`config.mk`:
```
export PLATFORM = sky130hd
export DESIGN_NAME = icmp_msg_parser
export DESIGN_NICKNAME = d
export VERILOG_FILES = /design/src/rtl/icmp_msg_parser.sv
export SDC_FILE = /design/constraint.sdc
export NUM_CORES = 1
export LEC_CHECK = 0
export CAP_MARGIN = 0
export CORE_UTILIZATION = 40
export DETAILED_ROUTE_END_ITERATION = 7
export PLACE_DENSITY = 0.75
export REMOVE_ABC_BUFFERS = 1
export SETUP_SLACK_MARGIN = 0.1
export SLEW_MARGIN = 20
export SYNTH_ARGS = -nofsm -noshare
export SYNTH_HDL_FRONTEND = slang
export SYNTH_SLANG_ARGS = --single-unit
export TNS_END_PERCENT = 100
```
`constraint.sdc`:
```
create_clock -name clock -period 2.59 [get_ports clock]
set_input_delay 0.3885 -clock clock [delete_from_list [all_inputs] [get_ports clock]]
set_output_delay 0.3885 -clock clock [all_outputs]
set_load 0.01 [all_outputs]
```
`src/rtl/icmp_msg_parser.sv`:
```
// icmp_msg_parser: splits a word stream into ICMP header fields and a fixed
// number of payload words, and holds the result until downstream takes it.
//
// Optional feature: define ICMP_CSUM_CHECK_EN to build the one's-complement
// checksum accumulator that drives csum_ok. Without it, csum_ok is tied to 1.
//
// Handshake: a word moves on the input side only when in_valid && in_ready,
// and the parsed result moves on the output side only when out_valid &&
// out_ready. Valid never waits on ready. Once out_valid is high, every output
// stays unchanged until the output handshake completes.
module icmp_msg_parser #(
  parameter int PAYLOAD_WORDS = 3,
  parameter int CNT_W         = 5
) (
  input  logic                       clock,
  input  logic                       reset,
  input  logic                       in_valid,
  input  logic [31:0]                in_data,
  input  logic                       in_last,
  output logic                       in_ready,
  output logic                       out_valid,
  input  logic                       out_ready,
  output logic [7:0]                 icmp_type,
  output logic [7:0]                 icmp_code,
  output logic [15:0]                checksum,
  output logic [31:0]                rest_hdr,
  output logic [PAYLOAD_WORDS*32-1:0] payload,
  output logic [CNT_W-1:0]           payload_cnt,
  output logic                       truncated,
  output logic                       len_err,
  output logic                       csum_ok,
  output logic [1:0]                 state_dbg
);

  typedef enum logic [1:0] {
    S_IDLE = 2'd0,
    S_HDR  = 2'd1,
    S_PAY  = 2'd2,
    S_DONE = 2'd3
  } state_e;

  state_e                     state_q, state_d;
  logic [31:0]                word0_q, word0_d;
  logic [31:0]                rest_hdr_q, rest_hdr_d;
  logic [PAYLOAD_WORDS*32-1:0] payload_q, payload_d;
  logic [CNT_W-1:0]           payload_cnt_q, payload_cnt_d;
  logic                       truncated_q, truncated_d;
  logic                       len_err_q, len_err_d;
  logic                       xfer;

  assign xfer = in_valid && in_ready;

  // State register; reset drops any partial message back to IDLE.
  always_ff @(posedge clock or negedge reset) begin
    if (!reset) begin
      state_q <= S_IDLE;
    end else begin
      state_q <= state_d;
    end
  end

  // Next-state: advance on accepted words, leave DONE on the output handshake.
  always_comb begin
    state_d = state_q;
    case (state_q)
      S_IDLE: if (xfer) state_d = in_last ? S_DONE : S_HDR;
      S_HDR:  if (xfer) state_d = in_last ? S_DONE : S_PAY;
      S_PAY:  if (xfer && in_last) state_d = S_DONE;
      S_DONE: if (out_ready) state_d = S_IDLE;
      default: state_d = S_IDLE;
    endcase
  end

  // FSM outputs: accept words everywhere except while holding a result.
  always_comb begin
    in_ready  = (state_q != S_DONE);
    out_valid = (state_q == S_DONE);
    state_dbg = state_q;
  end

  // Field capture: the first word of a message also wipes the previous result.
  always_comb begin
    word0_d       = word0_q;
    rest_hdr_d    = rest_hdr_q;
    payload_d     = payload_q;
    payload_cnt_d = payload_cnt_q;
    truncated_d   = truncated_q;
    len_err_d     = len_err_q;
    if (xfer) begin
      case (state_q)
        S_IDLE: begin
          word0_d       = in_data;
          rest_hdr_d    = '0;
          payload_d     = '0;
          payload_cnt_d = '0;
          truncated_d   = 1'b0;
          len_err_d     = in_last;
        end
        S_HDR: begin
          rest_hdr_d = in_data;
        end
        S_PAY: begin
          // A word landing in the last free slot is kept even if it is the
          // final word; only words beyond the last slot mark truncation.
          if (payload_cnt_q < CNT_W'(PAYLOAD_WORDS)) begin
            for (int k = 0; k < PAYLOAD_WORDS; k++) begin
              if (payload_cnt_q == CNT_W'(k)) begin
                payload_d[k*32 +: 32] = in_data;
              end
            end
            payload_cnt_d = payload_cnt_q + CNT_W'(1);
          end else begin
            truncated_d = 1'b1;
          end
        end
        default: ;
      endcase
    end
  end

  // Field registers.
  always_ff @(posedge clock or negedge reset) begin
    if (!reset) begin
      word0_q       <= '0;
      rest_hdr_q    <= '0;
      payload_q     <= '0;
      payload_cnt_q <= '0;
      truncated_q   <= 1'b0;
      len_err_q     <= 1'b0;
    end else begin
      word0_q       <= word0_d;
      rest_hdr_q    <= rest_hdr_d;
      payload_q     <= payload_d;
      payload_cnt_q <= payload_cnt_d;
      truncated_q   <= truncated_d;
      len_err_q     <= len_err_d;
    end
  end

`ifdef ICMP_CSUM_CHECK_EN
  logic [15:0] acc_q, acc_d;
  logic [15:0] acc_base;

  // 16-bit one's-complement add with end-around carry.
  function automatic logic [15:0] oc_add(input logic [15:0] a, input logic [15:0] b);
    logic [16:0] s;
    s = {1'b0, a} + {1'b0, b};
    return s[15:0] + {15'b0, s[16]};
  endfunction

  // Sum both halves of every accepted word, discarded words included;
  // the first word of a message restarts the sum from zero.
  always_comb begin
    acc_base = (state_q == S_IDLE) ? 16'h0000 : acc_q;
    acc_d    = acc_q;
    if (xfer) begin
      acc_d = oc_add(oc_add(acc_base, in_data[31:16]), in_data[15:0]);
    end
  end

  // Accumulator register.
  always_ff @(posedge clock or negedge reset) begin
    if (!reset) begin
      acc_q <= 16'h0000;
    end else begin
      acc_q <= acc_d;
    end
  end

  assign csum_ok = (state_q == S_DONE) && (acc_q == 16'hFFFF);
`else
  assign csum_ok = 1'b1;
`endif

  assign icmp_type   = word0_q[31:24];
  assign icmp_code   = word0_q[23:16];
  assign checksum    = word0_q[15:0];
  assign rest_hdr    = rest_hdr_q;
  assign payload     = payload_q;
  assign payload_cnt = payload_cnt_q;
  assign truncated   = truncated_q;
  assign len_err     = len_err_q;

endmodule

```
==> results by group <==
Floorplanning
  – Row cnt: 47
  – IO Count: 209
  – Die width: 131.9 um
  – Die Ht: 131.9 um
  – Initial core utilization: 0.4086
  – Die Footprint: 17,400 um2
  – Core footprint: 16,520 um2

Clock tree
  – Clock sink count: 169
  – Reg clk slew, reported paths: 0.06 ns
  – CTS Buf Count: 17
  – Root buffer cell: clkbuf_16
  – Max Buffers Root-to-Sink: 2
  – Clock Latency Late Sink: 0.43 ns
  – # H-tree levels: 4
  – CTS tree: built

STA
  – RSZ-0062 raised after global routing: no
  – Crit share post-route: 0.8570
  – Count of final setup violators: 0
  – Setup TNS: 0 ns
  – Slew headroom: 0.3124
  – Hold Fails Final Rpt: 0
  – Final Slew Violations: 0
  – Post-layout min period: 2.220 ns
  – Max Clk Rate: 450.5 MHz
  – Clock Skew: 0.01054 ns
  – Worst Tran Pin Value: 1.028 ns

Logic synthesis
  – Mean Syn Cell Area: 12.21 um2
  – Main flop type after synthesis: dfrtp_1
  – Cells after Synth: 553
  – Post-synth EDFFs: 0
  – Synthesized area: 6751 um2
  – Seq/Total Area, Yosys: 0.6264
  – Synthesis Warnings: 0
  – Netlist cell types: 37
  – Asr flop ratio synth: 1.000
  – Synthesized flop and latch total: 169

Worst setup path
  – WS Path Type: reg -> reg
  – Crit path max fanout: 17
  – Startpoint types: flop
  – Critical path's top delay family: flip-flops
  – CP Data Arrival Time: 2.51 ns
  – Slowest cell on the critical path: dfrtp_1
  – CP Data Required Time: 2.88 ns
  – Critical-path cell list: inv_1 -> ha_1 -> or2_1 -> nand2_1 -> a221o_2 -> buf_4 -> mux2i_1
  – Worst Path Buf+Inv: 2
  – Register-to-register setup slack: 0.37 ns
  – Delay of the slowest critical-path stage: 0.44 ns
  – Nature of the critical path endpoint: flop

Finish
  – Area delta synth->final: 42.22%
  – Nets: 802
  – Share of cells above drive strength 1: 0.1133
  – Fillers: 1,362
  – Post-Layout Cell Count: 988
  – Antenna Cells: 0
  – Design area: 9602 um2

Detailed routing
  – Drt initial violations: 265
  – Post-Route WL: 17,770 um
  – Vias/cell: 5.147
  – Via count: 5,085
  – Wire per inst: 17.98 um
  – 1st-pass router iterations: 4
  – Residual DRC: 0
  – Post-route ant nets: 0

Outcome
  – Status: completed

Placement
  – RePlAce Congestion: 0.7581
  – Placed Area: 9017 um2
  – IO Port Bufs: 207
  – Hpwl dp: 12,220 um
  – Placed cell count: 956

Power
  – Lkg Pwr: 4.394 nW
  – Power Dens Cells: 1302 nW/um2
  – Max IR drop VDD: 0.0007156 V

Global route
  – Initial antenna violation count: 0
  – Global-route wire length before repair: 29,170 um
  – Total GRT Usage: 0.2146
  – Overflow left after global routing: 0
  – Largest net degree at the start of global routing: 67
  – Vias in the first global route: 5,399

Min path
  – Worst Hold Class: in -> async

Job
  – Max_cap viols: 0
[cells in the final DEF, fill, tap and decap left out, types with 2 or more instances in the layout]
cell type,synthesis,final
a22o_1,32,32
nand4_2,2,2
mux2i_1,33,33
inv_1,37,37
and2_1,3,3
nor2_1,4,4
buf_4,2,14
dfrtp_1,169,169
nand3_1,65,65
bufinv_16,0,2
nor3_1,3,3
a21oi_1,3,3
ha_1,9,8
o21ai_0,67,67
clkdlybuf4s50_1,0,206
mux2_2,33,33
buf_12,3,2
clkbuf_16,0,17
clkinvlp_4,0,2
clkbuf_1,14,5
clkbuf_8,0,3
nand2b_1,2,2
nand2_1,37,36
[metal layers]
metal  GRT usage  routed length (um)  vias up
met1      0.2598                7467     2557
met3     0.05882                1089       26
met4     0.08140                 381        0
met5           0                   0        -
met2      0.3651                8829      174
li1            -                   -     2328
[synthesized netlist by cell type (all sizes together), types with 2 or more instances]
cell | number | share of area
a21oi | 3 | 0.0022
nand2 | 37 | 0.021
mux2i | 33 | 0.049
dlygate4sd1 | 2 | 0.0026
nand4 | 2 | 0.0037
nor3 | 3 | 0.0022
inv | 37 | 0.021
nor2 | 4 | 0.0022
a22o | 33 | 0.043
o21ai | 68 | 0.050
and2 | 3 | 0.0028
clkbuf | 15 | 0.0085
nand3 | 65 | 0.048
mux2 | 33 | 0.055
dfrtp | 169 | 0.63
buf | 23 | 0.025
nand2b | 2 | 0.0019
ha | 9 | 0.017
[through the flow]
step	worst slack [ns]	util	power [mW]	hold slack, ns
2_1_floorplan	-0.9256	-	6.780	0.09291
3_3_place_gp	0.3285	0.5457	9.822	0.3215
3_5_place_dp	0.2736	0.5457	10.04	0.3311
4_1_cts	0.3683	0.5811	12.60	0.4540
5_1_grt	0.2474	0.5811	13.19	0.4852
6_report	0.3704	0.5811	12.50	0.4450
[report_power, final]
part / switching (mW) / total (mW) / internal, mW
clock network: 1.00 / 2.50 / 1.49
registers: 0.705 / 4.49 / 3.79
logic: 2.51 / 5.51 / 3.00
[registers in the layout, summed over array words and instances (netlist names)]
signal       count
len_err          1
state_dbg        2
payload_cnt      5
payload         96
truncated        1
rest_hdr        32
word0_q         32
[repair_timing]
item,CTS,global route
hold buffers,1,0
resized for setup,0,0
buffers inserted,0,0
hold endpoints to repair,39,0
[worst paths after layout]
path,startpoint,cells past startpoint,endpoint
setup / recovery,state_dbg[0]$_DFFE_PN0P_,7,payload[85]$_DFFE_PN0P_
hold / removal,reset,2,payload[58]$_DFFE_PN0P_
setup reg to reg,state_dbg[0]$_DFFE_PN0P_,7,payload[85]$_DFFE_PN0P_
hold reg to reg,rest_hdr[2]$_DFFE_PN0P_,1,rest_hdr[2]$_DFFE_PN0P_
max in group asynchronous,reset,3,rest_hdr[26]$_DFFE_PN0P_
min in group clock,rest_hdr[2]$_DFFE_PN0P_,1,rest_hdr[2]$_DFFE_PN0P_
[cell type report]
cell class              count  area [um2]  area share
inverters                  37       138.9     0.01446
repair buffers            224        2228      0.2321
clock inverters             6       88.84    0.009252
multi-input cells         307        2156      0.2245
clock buffers              25       485.5     0.05056
flip-flops and latches    169        4229      0.4404
well taps                 220       275.3     0.02867
[logic make-up after synthesis]
group,after synthesis,synth area share
buf+inv,77,0.05689
compound gates,110,0.1067
other cells,1,0.0005554
simple gates,121,0.08877
mux,66,0.1040
flops,169,0.6264
fa+ha+maj,9,0.01668
[worst reg2reg max path, stage by stage (launching register included)]
cell and delay [ns]:
dfrtp_1 0.44, inv_1 0.15, ha_1 0.37, or2_1 0.27, nand2_1 0.12, a221o_2 0.33
buf_4 0.24, mux2i_1 0.17
Power figures use the tool's default switching activity.
